**src/rtl/ysyx_23060251_pkg.sv**
```systemverilog
`default_nettype none
// ============================================================================
//  Module   : ysyx_23060251_pkg
//  Purpose  : Shared types and widths for the ysyx_23060251 core. Holds the
//             AXI read-channel bus widths, the read arbiter's one-hot state
//             encoding and the bus-owner enum.
//  Ports    : none (package)
//  Revision : 1.0 - initial release
// ============================================================================
package ysyx_23060251_pkg;

    // Reset is active-high.
    localparam logic RST_ENABLE = 1'b1;

    // AXI read-channel widths
    localparam int AXI_ADDR_W = 32;
    localparam int AXI_DATA_W = 32;
    localparam int AXI_RESP_W = 2;

    // Read arbiter state, one-hot
    typedef enum logic [2:0] {
        ARB_IDLE = 3'b001,
        ARB_ADDR = 3'b010,
        ARB_DATA = 3'b100
    } arb_state_e;

    // Which master currently owns the downstream read port
    typedef enum logic {
        OWN_IFU = 1'b0,
        OWN_LSU = 1'b1
    } arb_owner_e;

endpackage : ysyx_23060251_pkg
`default_nettype wire

```
**src/rtl/axi_rd_arbiter.sv**
```systemverilog
`default_nettype none
// ============================================================================
//  Module   : axi_rd_arbiter
//  Purpose  : Two-master (IFU, LSU) to one-slave AXI read arbiter. Exactly one
//             read is outstanding at a time: IDLE (arbitrate) -> ADDR (forward
//             AR) -> DATA (forward R) -> IDLE.
//  Params   : RR_EN   0 = LSU has fixed priority over IFU on a tie
//                     1 = round-robin on a tie (master not granted last wins)
//  Ports    : clk_i, rst_i                     clock, sync active-high reset
//             ifu_ar_* / ifu_r_*               IFU read master
//             lsu_ar_* / lsu_r_*               LSU read master
//             slv_ar_* / slv_r_*               downstream read slave
//  Revision : 1.0 - initial release
// ============================================================================
module axi_rd_arbiter
    import ysyx_23060251_pkg::*;
#(
    parameter int RR_EN = 0
) (
    input  logic                  clk_i,
    input  logic                  rst_i,

    input  logic                  ifu_ar_valid_i,
    input  logic [AXI_ADDR_W-1:0] ifu_ar_addr_i,
    output logic                  ifu_ar_ready_o,
    output logic                  ifu_r_valid_o,
    output logic [AXI_DATA_W-1:0] ifu_r_data_o,
    output logic [AXI_RESP_W-1:0] ifu_r_resp_o,
    input  logic                  ifu_r_ready_i,

    input  logic                  lsu_ar_valid_i,
    input  logic [AXI_ADDR_W-1:0] lsu_ar_addr_i,
    output logic                  lsu_ar_ready_o,
    output logic                  lsu_r_valid_o,
    output logic [AXI_DATA_W-1:0] lsu_r_data_o,
    output logic [AXI_RESP_W-1:0] lsu_r_resp_o,
    input  logic                  lsu_r_ready_i,

    output logic                  slv_ar_valid_o,
    output logic [AXI_ADDR_W-1:0] slv_ar_addr_o,
    input  logic                  slv_ar_ready_i,
    input  logic                  slv_r_valid_i,
    input  logic [AXI_DATA_W-1:0] slv_r_data_i,
    input  logic [AXI_RESP_W-1:0] slv_r_resp_i,
    output logic                  slv_r_ready_o
);

    arb_state_e state_q;
    arb_owner_e owner_q;
    arb_owner_e last_q;     // master granted most recently (round-robin memory)
    arb_owner_e grant_d;    // owner chosen this cycle if IDLE sees a request

    // Arbitration decision. A lone requester always wins; on a tie LSU wins
    // in fixed-priority mode, otherwise whoever was not granted last.
    function automatic arb_owner_e arb_pick(
        input logic       ifu_req,
        input logic       lsu_req,
        input arb_owner_e last
    );
        arb_owner_e pick;
        pick = OWN_IFU;
        if (lsu_req && !ifu_req) begin
            pick = OWN_LSU;
        end else if (lsu_req && ifu_req) begin
            if (RR_EN != 0) begin
                pick = (last == OWN_LSU) ? OWN_IFU : OWN_LSU;
            end else begin
                pick = OWN_LSU;
            end
        end
        return pick;
    endfunction

    assign grant_d = arb_pick(ifu_ar_valid_i, lsu_ar_valid_i, last_q);

    // ------------------------------------------------------------------
    // State machine
    // ------------------------------------------------------------------
    always_ff @(posedge clk_i) begin
        if (rst_i == RST_ENABLE) begin
            state_q <= ARB_IDLE;
            owner_q <= OWN_IFU;
            last_q  <= OWN_IFU;
        end else begin
            case (state_q)
                ARB_IDLE: begin
                    if (ifu_ar_valid_i || lsu_ar_valid_i) begin
                        owner_q <= grant_d;
                        last_q  <= grant_d;
                        state_q <= ARB_ADDR;
                    end
                end
                ARB_ADDR: begin
                    if (slv_ar_valid_o && slv_ar_ready_i) begin
                        state_q <= ARB_DATA;
                    end
                end
                ARB_DATA: begin
                    if (slv_r_valid_i && slv_r_ready_o) begin
                        state_q <= ARB_IDLE;
                    end
                end
                default: state_q <= ARB_IDLE;
            endcase
        end
    end

    // ------------------------------------------------------------------
    // Channel steering. Everything is zero in IDLE; only the owner's
    // handshake signals are connected, and the slave's R channel is only
    // observed in DATA so stray responses are dropped.
    // ------------------------------------------------------------------
    logic own_lsu;
    assign own_lsu = (owner_q == OWN_LSU);

    always_comb begin
        ifu_ar_ready_o = 1'b0;
        lsu_ar_ready_o = 1'b0;
        ifu_r_valid_o  = 1'b0;
        lsu_r_valid_o  = 1'b0;
        ifu_r_data_o   = '0;
        lsu_r_data_o   = '0;
        ifu_r_resp_o   = '0;
        lsu_r_resp_o   = '0;
        slv_ar_valid_o = 1'b0;
        slv_ar_addr_o  = '0;
        slv_r_ready_o  = 1'b0;

        case (state_q)
            ARB_ADDR: begin
                slv_ar_valid_o = own_lsu ? lsu_ar_valid_i : ifu_ar_valid_i;
                slv_ar_addr_o  = own_lsu ? lsu_ar_addr_i  : ifu_ar_addr_i;
                ifu_ar_ready_o = !own_lsu && slv_ar_ready_i;
                lsu_ar_ready_o =  own_lsu && slv_ar_ready_i;
            end
            ARB_DATA: begin
                slv_r_ready_o  = own_lsu ? lsu_r_ready_i : ifu_r_ready_i;
                ifu_r_valid_o  = !own_lsu && slv_r_valid_i;
                lsu_r_valid_o  =  own_lsu && slv_r_valid_i;
                // Data and response are broadcast; only valid is steered.
                ifu_r_data_o   = slv_r_data_i;
                lsu_r_data_o   = slv_r_data_i;
                ifu_r_resp_o   = slv_r_resp_i;
                lsu_r_resp_o   = slv_r_resp_i;
            end
            default: ;
        endcase
    end

endmodule : axi_rd_arbiter
`default_nettype wire

```
**config.mk**
```make
export PLATFORM = sky130hd
export DESIGN_NAME = axi_rd_arbiter
export DESIGN_NICKNAME = d
export VERILOG_FILES = /design/src/rtl/ysyx_23060251_pkg.sv /design/src/rtl/axi_rd_arbiter.sv
export SDC_FILE = /design/constraint.sdc
export NUM_CORES = 1
export LEC_CHECK = 0
export CAP_MARGIN = 20
export CORE_AREA = 2 2 82 84
export DETAILED_ROUTE_END_ITERATION = 7
export DIE_AREA = 0 0 84 86
export GPL_TIMING_DRIVEN = 0
export HOLD_SLACK_MARGIN = 0.05
export PLACE_DENSITY = 0.75
export SLEW_MARGIN = 20
export SYNTH_ARGS = -nofsm -noshare
export SYNTH_HDL_FRONTEND = slang
export SYNTH_SLANG_ARGS = --single-unit
```
**constraint.sdc**
```tcl
create_clock -name clk_i -period 3 [get_ports clk_i]
set_clock_uncertainty 0.2 [all_clocks]
set_input_delay 0.45 -clock clk_i [delete_from_list [all_inputs] [get_ports clk_i]]
set_output_delay 0.45 -clock clk_i [all_outputs]
set_load 0.02 [all_outputs]
```
=== Yosys cells after proc, flatten, opt, wreduce, memory -nomap -nowiden ===
Cells that the tools add are included.
W data, S select, Z words.

* Equal/unequal tests: 6
* Reduce and logical (&&, ||, !) cells: 13
* Multiplexer cells: 18

{| class="wikitable"
|+ Operators by type and width
! operator !! count
|-
| $mux W32 || 3
|-
| $mux W1 || 10
|-
| $mux W3 || 3
|-
| $pmux W3 S3 || 1
|-
| $logic_and A1 B1 Y1 || 8
|-
| $ne A2 B2 Y1 const B || 3
|-
| $eq A3 B1 Y1 const B || 1
|-
| $eq A3 B2 Y1 const B || 1
|-
| $eq A3 B3 Y1 const B || 1
|-
| $reduce_and A3 Y1 || 1
|-
| $logic_not A1 Y1 || 2
|-
| $mux W2 || 1
|-
| $reduce_and A2 Y1 || 1
|-
| $logic_or A1 B1 Y1 || 1
|}

* Flip-flop bits (word level): 4
* Input port bits: 106

=== Logic depth before layout (Yosys ltp) ===
Gate-level depths: netlist of run 1.

* Word-level depth: 5
* Gate-level depth with buffers: 4

=== Worst setup path before layout of run 1 ===
OpenSTA, ideal clock, no wires.

* Path type: flip-flop to output port
* From: register state_q[2]
* To: output port lsu_r_data_o[22]
* Cell stages (with the launch flop): 5
* Slack: 965 ps
* Arrival: 1385 ps
* Buffers on the path: 2
* Path through: dfxtp_1 -> nor3b_2 -> clkbuf_1 -> and2_1 -> buf_4

* Cells in the longest elaborated chain, start to end: 2

{| class="wikitable"
|+ Ends and longest elaborated chain
! what !! RTL line !! text
|-
| from (decl) || axi_rd_arbiter.sv:48 || <nowiki>arb_state_e state_q;</nowiki>
|-
| from (signal assigned) || axi_rd_arbiter.sv:81 || <nowiki>state_q <= ARB_IDLE;</nowiki>
|-
| from (signal assigned) || axi_rd_arbiter.sv:90 || <nowiki>state_q <= ARB_ADDR;</nowiki>
|-
| from (signal assigned) || axi_rd_arbiter.sv:95 || <nowiki>state_q <= ARB_DATA;</nowiki>
|-
| $eq A3 B3 Y1 || -- ||
|-
| $mux W32 || -- ||
|-
| to (decl) || axi_rd_arbiter.sv:35 || <nowiki>output logic [AXI_DATA_W-1:0] lsu_r_data_o,</nowiki>
|}

No other way between the ends.

=== Final worst setup path of run 1 ===
* From: register state_q[2]
* To: output port lsu_r_data_o[23]

* Cells in the longest elaborated chain, start to end: 2

{| class="wikitable"
|+ Ends and longest elaborated chain
! what !! RTL line !! text
|-
| $eq A3 B3 Y1 || axi_rd_arbiter.sv:129 || <nowiki>case (state_q)</nowiki>
|-
| $mux W32 || axi_rd_arbiter.sv:129 ||
|}

No other way between the ends.

==> results of run 1 <==
[registers in the layout, summed over array words and instances, names as in the netlist]
signal,cells
state_q,3
own_lsu,1
[routing by layer]
metal / GRT usage / vias to the layer above
met5: 0 / -
met4: 0.0323 / 0
met3: 0.0683 / 8
met2: 0.322 / 130
met1: 0.185 / 849
li1: - / 973
[power by group through the flow]
| stage | Clock [uW] | Combinational, uW | Sequential, uW |
|---|---|---|---|
| after floorplan | 0 | 194 | 70.0 |
| after global routing | 119 | 444 | 75.3 |
| after global placement | 0 | 409 | 71.5 |
| final | 112 | 411 | 74.3 |
| after CTS | 115 | 416 | 74.3 |
| after detailed placement | 0 | 414 | 73.0 |
[final cells by class]
type                    count  area, um^2
well taps                  77        96.3
plain buffers              45         332
inverters                   3        11.3
clock buffers               3        41.3
multi-input cells         125         835
fillers                   569        2760
repair buffers            213        2130
flip-flops and latches      4        80.1
[synthesized netlist by cell type (2+ instances only)]
library cell / n / area, um^2
a21oi_1: 2 / 10.0
nor2_1: 37 / 139
buf_6: 4 / 45.0
mux2i_1: 34 / 340
nand2_1: 2 / 7.51
o21a_1: 2 / 15.0
nor2b_1: 2 / 12.5
buf_2: 4 / 20.0
buf_4: 34 / 255
o21ai_0: 2 / 10.0
inv_1: 3 / 11.3
nor3_1: 2 / 10.0
dfxtp_1: 4 / 80.1
and2_1: 34 / 213
clkbuf_1: 3 / 11.3
[path summary, 6_finish.rpt]
| path | end | cells past startpoint |
|---|---|---|
| max reg2reg | state_q[2] | 4 |
| min | state_q[1] | 1 |
| max | lsu_r_data_o[23] | 6 |
| min reg2reg | state_q[1] | 1 |
[cells by family (layout without fill, tap and decap cells)]
logic type	count (synthesis)	after routing	share of synthesized area
AO/OA/AOI/OAI	8	8	0.0400
XOR/XNOR	1	1	0.00700
buffers and inverters	48	264	0.274
flip-flops	4	4	0.0640
multiplexers	34	34	0.272
AND/OR/NAND/NOR	82	82	0.343
[through the flow]
step	instances	setup slack (ns)	hold WS (ns)	power, uW
after floorplan	177	0.965	0.244	264
after CTS	468	0.0485	0.324	605
after global placement	465	0.211	0.280	480
after global routing	470	0.00966	0.345	638
final	470	0.152	0.316	597
after detailed placement	465	0.180	0.300	487
[timing repair]
item | CTS | global route
setup endpoints to repair | 27 | 26
buffers inserted | 0 | 2
gates resized for setup | 1 | 1
==> reports/metrics.csv, run 1 <==
metric,value,unit
p_int,398,uW
netlist_area,1250,um^2
vdd_drop_max,0.144,mV
comb_power_share,0.688,
final_antenna_net_count,0,
die_w,84,um
cts_sinks,4,
gr-total-overflow,0,
fin_nets,501,
top_layer,met4,
p_leak,0.00139,uW
final_layout_size_suffix_gt1_frac,0.127,
synth_edf_count,0,
via_count,1960,
min_from,state_q[2],
setup_viol_count_final,0,
drtIter0Drc,36,
cts_buffer_depth,2,
detail_route.vias_per_cell,4.17,
ioPinCount,212,
grt_pass1_vias,2035,
placed_area,3460,um^2
crit_slowest_cell,clkdlybuf4s50_1,
worstPathRequired,2.35,ns
hpwl,5680,um
critPathCaptureType,primary output,
power.density,170,nW/um^2
path_buf_inv,4,
max_cap_viol_count,0,
drc,0,
die_h,86,um
diodes,0,
netlist_instances,177,
grt_max_degree,11,
status,finished clean,
crit_arrival,2.20,ns
rsz0062_at_grt,no,
final_cell_mix,"clkdlybuf4s50_1 (211), nor2_1 (37), buf_4 (36)",
area_growth,182,%
seq_area_frac_synth,0.0640,
yosys_warnings,0,
row_count,29,
dr_wl_met3,825,um
cpMostUsedCell,buf_4,
async_flop_share,0,
io_buffers,211,
path_max_fanout,10,
yosys.cell_types.count,23,
p_sw_frac,0.333,
clkSlewWorstSetupHoldPaths,0.03,ns
place.gp.congestion,0.761,
synth_nets,283,
tns,0,ns
clock_power_share,0.187,
postCtsHoldBufs,0,
critPathTopFamily,buffers and inverters,
grt_usage,0.172,
slew_viol_final,0,
r2r_setup_slack,1.48,ns
layout_commonest_cell,clkdlybuf4s50_1,
cts-buffers-inserted,3,
cts-root-buf,clkbuf_8,
ys_seq_elements,4,
hold_path_class,reg -> reg,
path_cells,nor3b_4 -> buf_4 -> clkbuf_1 -> and2_1 -> buf_4 -> clkdlybuf4s50_1,
antenna_found_initial,0,
start_kind,register,
hold_viol,0,
max_freq,0.351,GHz
drtPass1Iterations,4,
start_util,0.199,
tritoncts,yes,
seqPwrFrac,0.125,
critPathKind,reg -> out,
synth_ff_type,dfxtp_1,
fin_area,3520,um^2
die-area,7220,um^2
r2r-start,state_q[1],
grt_pass1_wl,10200,um
h-tree-depth,1,
startpoint,state_q[2],
fin_util,0.561,
wl_met1,2510,um
post-route-min-period,2.85,ns
worst_slew_pin_slew,0.357,ns
wl_met2,3230,um
slowest_delay,0.59,ns
core-area,6280,um^2
slew_headroom,0.761,
drt_wl_total,6640,um
wl_per_cell,14.1,um
fin_crit_sh,0.949,
syn_area_per_cell,7.07,um^2
power_switching,199,uW
clk-insertion-delay-late,0.21,ns
(Power assumes the default switching activity.)
==> inputs of run 2 (changes only) <==
- CORE_AREA: 2 2 82 84 -> 2 2 83 85
- DIE_AREA: 0 0 84 86 -> 0 0 85 87
- DONT_BUFFER_PORTS: default -> 1
- PLACE_DENSITY: 0.75 -> 0.31
==> reports/metrics.csv, run 2 (same netlist as run 1, synthesis figures left out) <==
metric,value,unit,change
grt_pass1_wl,5770,um,was 10200 um
critPathCaptureType,primary output,,unchanged
final_antenna_net_count,0,,unchanged
die_h,87,um,was 86 um
gr-total-overflow,0,,unchanged
cts_resized,0,,was 1
worst_slew_pin_slew,0.670,ns,was 0.357 ns
via_count,1194,,was 1960
fin_nets,288,,was 501
hold_path_class,in -> reg,,was reg -> reg
seq_area,80.1,um^2,unchanged
largest_reg_flops,3,,unchanged
power.density,289,nW/um^2,was 170 nW/um^2
drt_wl_total,4340,um,was 6640 um
wl_met2,2380,um,was 3230 um
cts_buffer_depth,2,,unchanged
final_layout_size_suffix_gt1_frac,0.267,,was 0.127
crit_slowest_cell,nor3b_2,,was clkdlybuf4s50_1
post-route-min-period,2.69,ns,was 2.85 ns
diodes,0,,unchanged
place.gp.congestion,0.729,,was 0.761
detail_route.vias_per_cell,4.59,,was 4.17
path_cells,nor3b_2 -> clkbuf_1 -> and2_1 -> buf_4,,was nor3b_4 -> buf_4 -> clkbuf_1 -> and2_1 -> buf_4 -> clkdlybuf4s50_1
p_sw_frac,0.417,,was 0.333
clock_power_share,0.273,,was 0.187
cts_sinks,4,,unchanged
tritoncts,yes,,unchanged
slew_headroom,0.550,,was 0.761
top_layer,met3,,was met4
dr_wl_met3,481,um,was 825 um
h-tree-depth,1,,unchanged
worstPathRequired,2.35,ns,about the same
area_growth,11.3,%,was 182%
r2r_setup_slack,1.43,ns,was 1.48 ns
power_switching,168,uW,was 199 uW
max_freq,0.372,GHz,was 0.351 GHz
start_kind,register,,unchanged
hold_viol,0,,unchanged
drtIter0Drc,32,,was 36
p_leak,0.000608,uW,was 0.00139 uW
final_cell_mix,"nor2_1 (37), and2_1 (34), mux2i_1 (34), buf_4 (34)",,"was clkdlybuf4s50_1 (211), nor2_1 (37), buf_4 (36)"
ioPinCount,212,,unchanged
fin_crit_sh,0.896,,was 0.949
cts_setup_buffers,0,,unchanged
grt_max_degree,11,,unchanged
wl_met1,1480,um,was 2510 um
slowest_delay,0.54,ns,was 0.59 ns
clkSlewWorstSetupHoldPaths,0.03,ns,about the same
max_cap_viol_count,0,,unchanged
postCtsHoldBufs,0,,unchanged
hpwl,3770,um,was 5680 um
io_buffers,0,,was 211
tns,0,ns,unchanged
multi_input_area,828,um^2,was 835 um^2
layout_commonest_cell,nor2_1,,was clkdlybuf4s50_1
die_w,85,um,was 84 um
grt_pass1_vias,1130,,was 2035
drtPass1Iterations,4,,unchanged
status,finished clean,,unchanged
start_util,0.190,,was 0.199
row_count,30,,was 29
cts-buffers-inserted,3,,unchanged
grt_usage,0.0989,,was 0.172
die-area,7400,um^2,was 7220 um^2
setup_viol_count_final,0,,unchanged
p_int,234,uW,was 398 uW
clk-insertion-delay-late,0.21,ns,about the same
path_max_fanout,10,,unchanged
drc,0,,unchanged
critPathKind,reg -> out,,unchanged
slew_viol_final,0,,unchanged
crit_arrival,2.04,ns,was 2.20 ns
power.total,402,uW,was 597 uW
top_register,state_q,,unchanged
wl_per_cell,16.7,um,was 14.1 um
comb_power_share,0.546,,was 0.688
core-area,6570,um^2,was 6280 um^2
vdd_drop_max,0.0957,mV,was 0.144 mV
seqPwrFrac,0.180,,was 0.125
rsz0062_at_grt,no,,unchanged
cts-root-buf,clkbuf_8,,unchanged
antenna_found_initial,0,,unchanged
filler_cell_count,719,,was 569
## run 2: changes by cell type in the layout (fill, tap and decap cells not counted)
cell | previous run | this run
buf_1 | 1 | 0
nor3b_2 | 0 | 1
clkbuf_1 | 2 | 3
buf_4 | 36 | 34
clkdlybuf4s50_1 | 211 | 0
nor3b_4 | 1 | 0
## run 2: routing by layer
layer	track usage	up-vias
met5	0	-
met4	0.0173	0
met3	0.0114	0
met2	0.210	127
met1	0.102	520
li1	-	547
## run 2: power groups by stage
stage	registers, uW	logic, uW	clock network [uW]
3_3_place_gp	73.3	222	0
5_1_grt	75.1	240	118
6_report	72.5	220	110
3_5_place_dp	73.2	224	0
2_1_floorplan	70.0	194	0
4_1_cts	72.4	224	115
## run 2: stage by stage
step | cells | utilization | area, um^2 | hold WS [ns] | setup WS [ns]
after floorplan | 177 | - | 1250 | 0.244 | 0.965
after detailed placement | 257 | 0.206 | 1350 | 0.297 | 0.420
after global placement | 257 | 0.206 | 1350 | 0.312 | 0.477
after global routing | 260 | 0.212 | 1390 | 0.101 | 0.0102
after CTS | 260 | 0.212 | 1390 | 0.101 | 0.200
final | 260 | 0.212 | 1390 | 0.105 | 0.312
## run 2: path summary, 6_finish.rpt
check        startpoint               end  cells after the start
min               rst_i           own_lsu                      1
max          state_q[2]  lsu_r_data_o[28]                      4
min reg2reg  state_q[2]        state_q[1]                      1
max reg2reg  state_q[2]        state_q[0]                      3
## run 2: final cells by class
type                            count  share of cell area
Multi-Input combinational cell    125               0.595
Tap cell                           80              0.0719
Inverter                            3             0.00809
Clock buffer                        3              0.0296
Buffer                             45               0.238
Sequential cell                     4              0.0575
## run 2: worst max-delay path: cells and delay by family (launching register included)
family	cells	cell delay [ns]
buf+inv	2	0.55
flops	1	0.38
simple gates	2	0.89
==> inputs of run 3 (changes only) <==
- CORE_AREA: 2 2 83 85 -> 5 5 79 81
- DIE_AREA: 0 0 85 87 -> 0 0 84 86
- PLACE_DENSITY: 0.31 -> 0.35
==> reports/metrics.csv, run 3 (same netlist as run 1, synthesis figures left out) <==
metric,value,unit,change
setup_slack,0.361,ns,was 0.312 ns
grt_max_degree,11,,unchanged
row_count,27,,was 30
cts-root-buf,clkbuf_8,,unchanged
post-route-min-period,2.64,ns,was 2.69 ns
start_kind,register,,unchanged
p_sw_frac,0.423,,was 0.417
final_layout_size_suffix_gt1_frac,0.267,,unchanged
fin_util,0.256,,was 0.212
clk-insertion-delay-late,0.22,ns,was 0.21 ns
drtIter0Drc,8,,was 32
vdd_drop_max,0.106,mV,was 0.0957 mV
worstPathRequired,2.35,ns,about the same
detail_route.vias_per_cell,4.63,,was 4.59
die_h,86,um,was 87 um
wl_per_cell,18.9,um,was 16.7 um
power.density,294,nW/um^2,was 289 nW/um^2
ioPinCount,212,,unchanged
crit_arrival,1.99,ns,was 2.04 ns
fin_nets,288,,unchanged
final_cells,252,,was 260
place.gp.congestion,0.827,,was 0.729
cts-buffers-inserted,3,,unchanged
critPathCaptureType,primary output,,unchanged
p_int,234,uW,about the same
cts_buffer_depth,2,,unchanged
fin_crit_sh,0.880,,was 0.896
start_util,0.231,,was 0.190
largest_reg_flops,3,,unchanged
drt_wl_total,4760,um,was 4340 um
grt_pass1_wl,7130,um,was 5770 um
setup_viol_count_final,0,,unchanged
tns,0,ns,unchanged
cts_setup_buffers,0,,unchanged
grt_usage,0.119,,was 0.0989
gr-total-overflow,0,,unchanged
grt_pass1_vias,1306,,was 1130
dp.cells,249,,was 257
die_w,84,um,was 85 um
via_count,1166,,was 1194
drtPass1Iterations,3,,was 4
rsz0062_at_grt,no,,unchanged
clock_power_share,0.279,,was 0.273
hold_ws,0.0966,ns,was 0.105 ns
p_leak,0.000608,uW,unchanged
status,finished clean,,unchanged
tritoncts,yes,,unchanged
h-tree-depth,1,,unchanged
hold_path_class,in -> reg,,unchanged
post-place-ws,0.495,ns,was 0.420 ns
comb_power_share,0.543,,was 0.546
hpwl,4240,um,was 3770 um
final_antenna_net_count,0,,unchanged
core-area,5410,um^2,was 6570 um^2
clkSlewWorstSetupHoldPaths,0.03,ns,about the same
max_cap_viol_count,0,,unchanged
power_switching,172,uW,was 168 uW
area_growth,10.5,%,was 11.3%
drc,0,,unchanged
path_max_fanout,10,,unchanged
cts_sinks,4,,unchanged
io_buffers,0,,unchanged
diodes,0,,unchanged
slew_viol_final,0,,unchanged
worst_slew_pin_slew,0.749,ns,was 0.670 ns
antenna_found_initial,0,,unchanged
postCtsHoldBufs,0,,unchanged
max_freq,0.379,GHz,was 0.372 GHz
hold_viol,0,,unchanged
critPathKind,reg -> out,,unchanged
layout_commonest_cell,nor2_1,,unchanged
slew_headroom,0.497,,was 0.550
top_register,state_q,,unchanged
die-area,7220,um^2,was 7400 um^2
cts_resized,0,,unchanged
seqPwrFrac,0.179,,was 0.180
final_cell_mix,"nor2_1 (37), and2_1 (34), mux2i_1 (34), buf_4 (34)",,unchanged
-- run 3: cell counts in the layout (fill, tap and decap cells not counted) --
No cell type changed its count.
-- run 3: path summary, 6_finish.rpt --
check / start / end / depth (start not counted) / slack, ns
setup / recovery: state_q[2] / lsu_r_data_o[21] / 4 / 0.36
hold / removal: rst_i / own_lsu / 1 / 0.1
setup reg to reg: own_lsu / state_q[1] / 4 / 1.39
hold reg to reg: state_q[2] / state_q[1] / 1 / 0.30
-- run 3: power by group through the flow --
| stage | Clock (uW) | Sequential, uW | Combinational [uW] |
|---|---|---|---|
| 6_report | 113 | 72.6 | 220 |
| 5_1_grt | 122 | 73.4 | 241 |
| 4_1_cts | 116 | 72.1 | 225 |
| 3_5_place_dp | 0 | 72.7 | 223 |
| 3_3_place_gp | 0 | 71.5 | 219 |
| 2_1_floorplan | 0 | 70.0 | 194 |
-- run 3: layout make-up --
type | count | area (um^2)
tap | 72 | 90.1
inverter | 3 | 11.3
fill | 601 | 4020
sequential | 4 | 80.1
buffer | 45 | 332
multi-input combinational | 125 | 828
clock buffer | 3 | 41.3
-- run 3: metal layers --
layer,routed length (um),GRT usage
met5,0,0
met4,29,0.0307
met3,660,0.0432
met2,2680,0.252
met1,1390,0.104
-- run 3: through the flow --
stage                     area, um^2  power (uW)
after global placement          1340         291
after global routing            1380         436
after floorplan                 1250         264
after CTS                       1380         413
final                           1380         406
after detailed placement        1340         296
-- run 3: worst max-delay path, stage by stage, from the launching register on --
cell and delay (ns):
dfxtp_1 0.39, nor3b_2 0.53, clkbuf_1 0.30, and2_1 0.35, buf_4 0.20
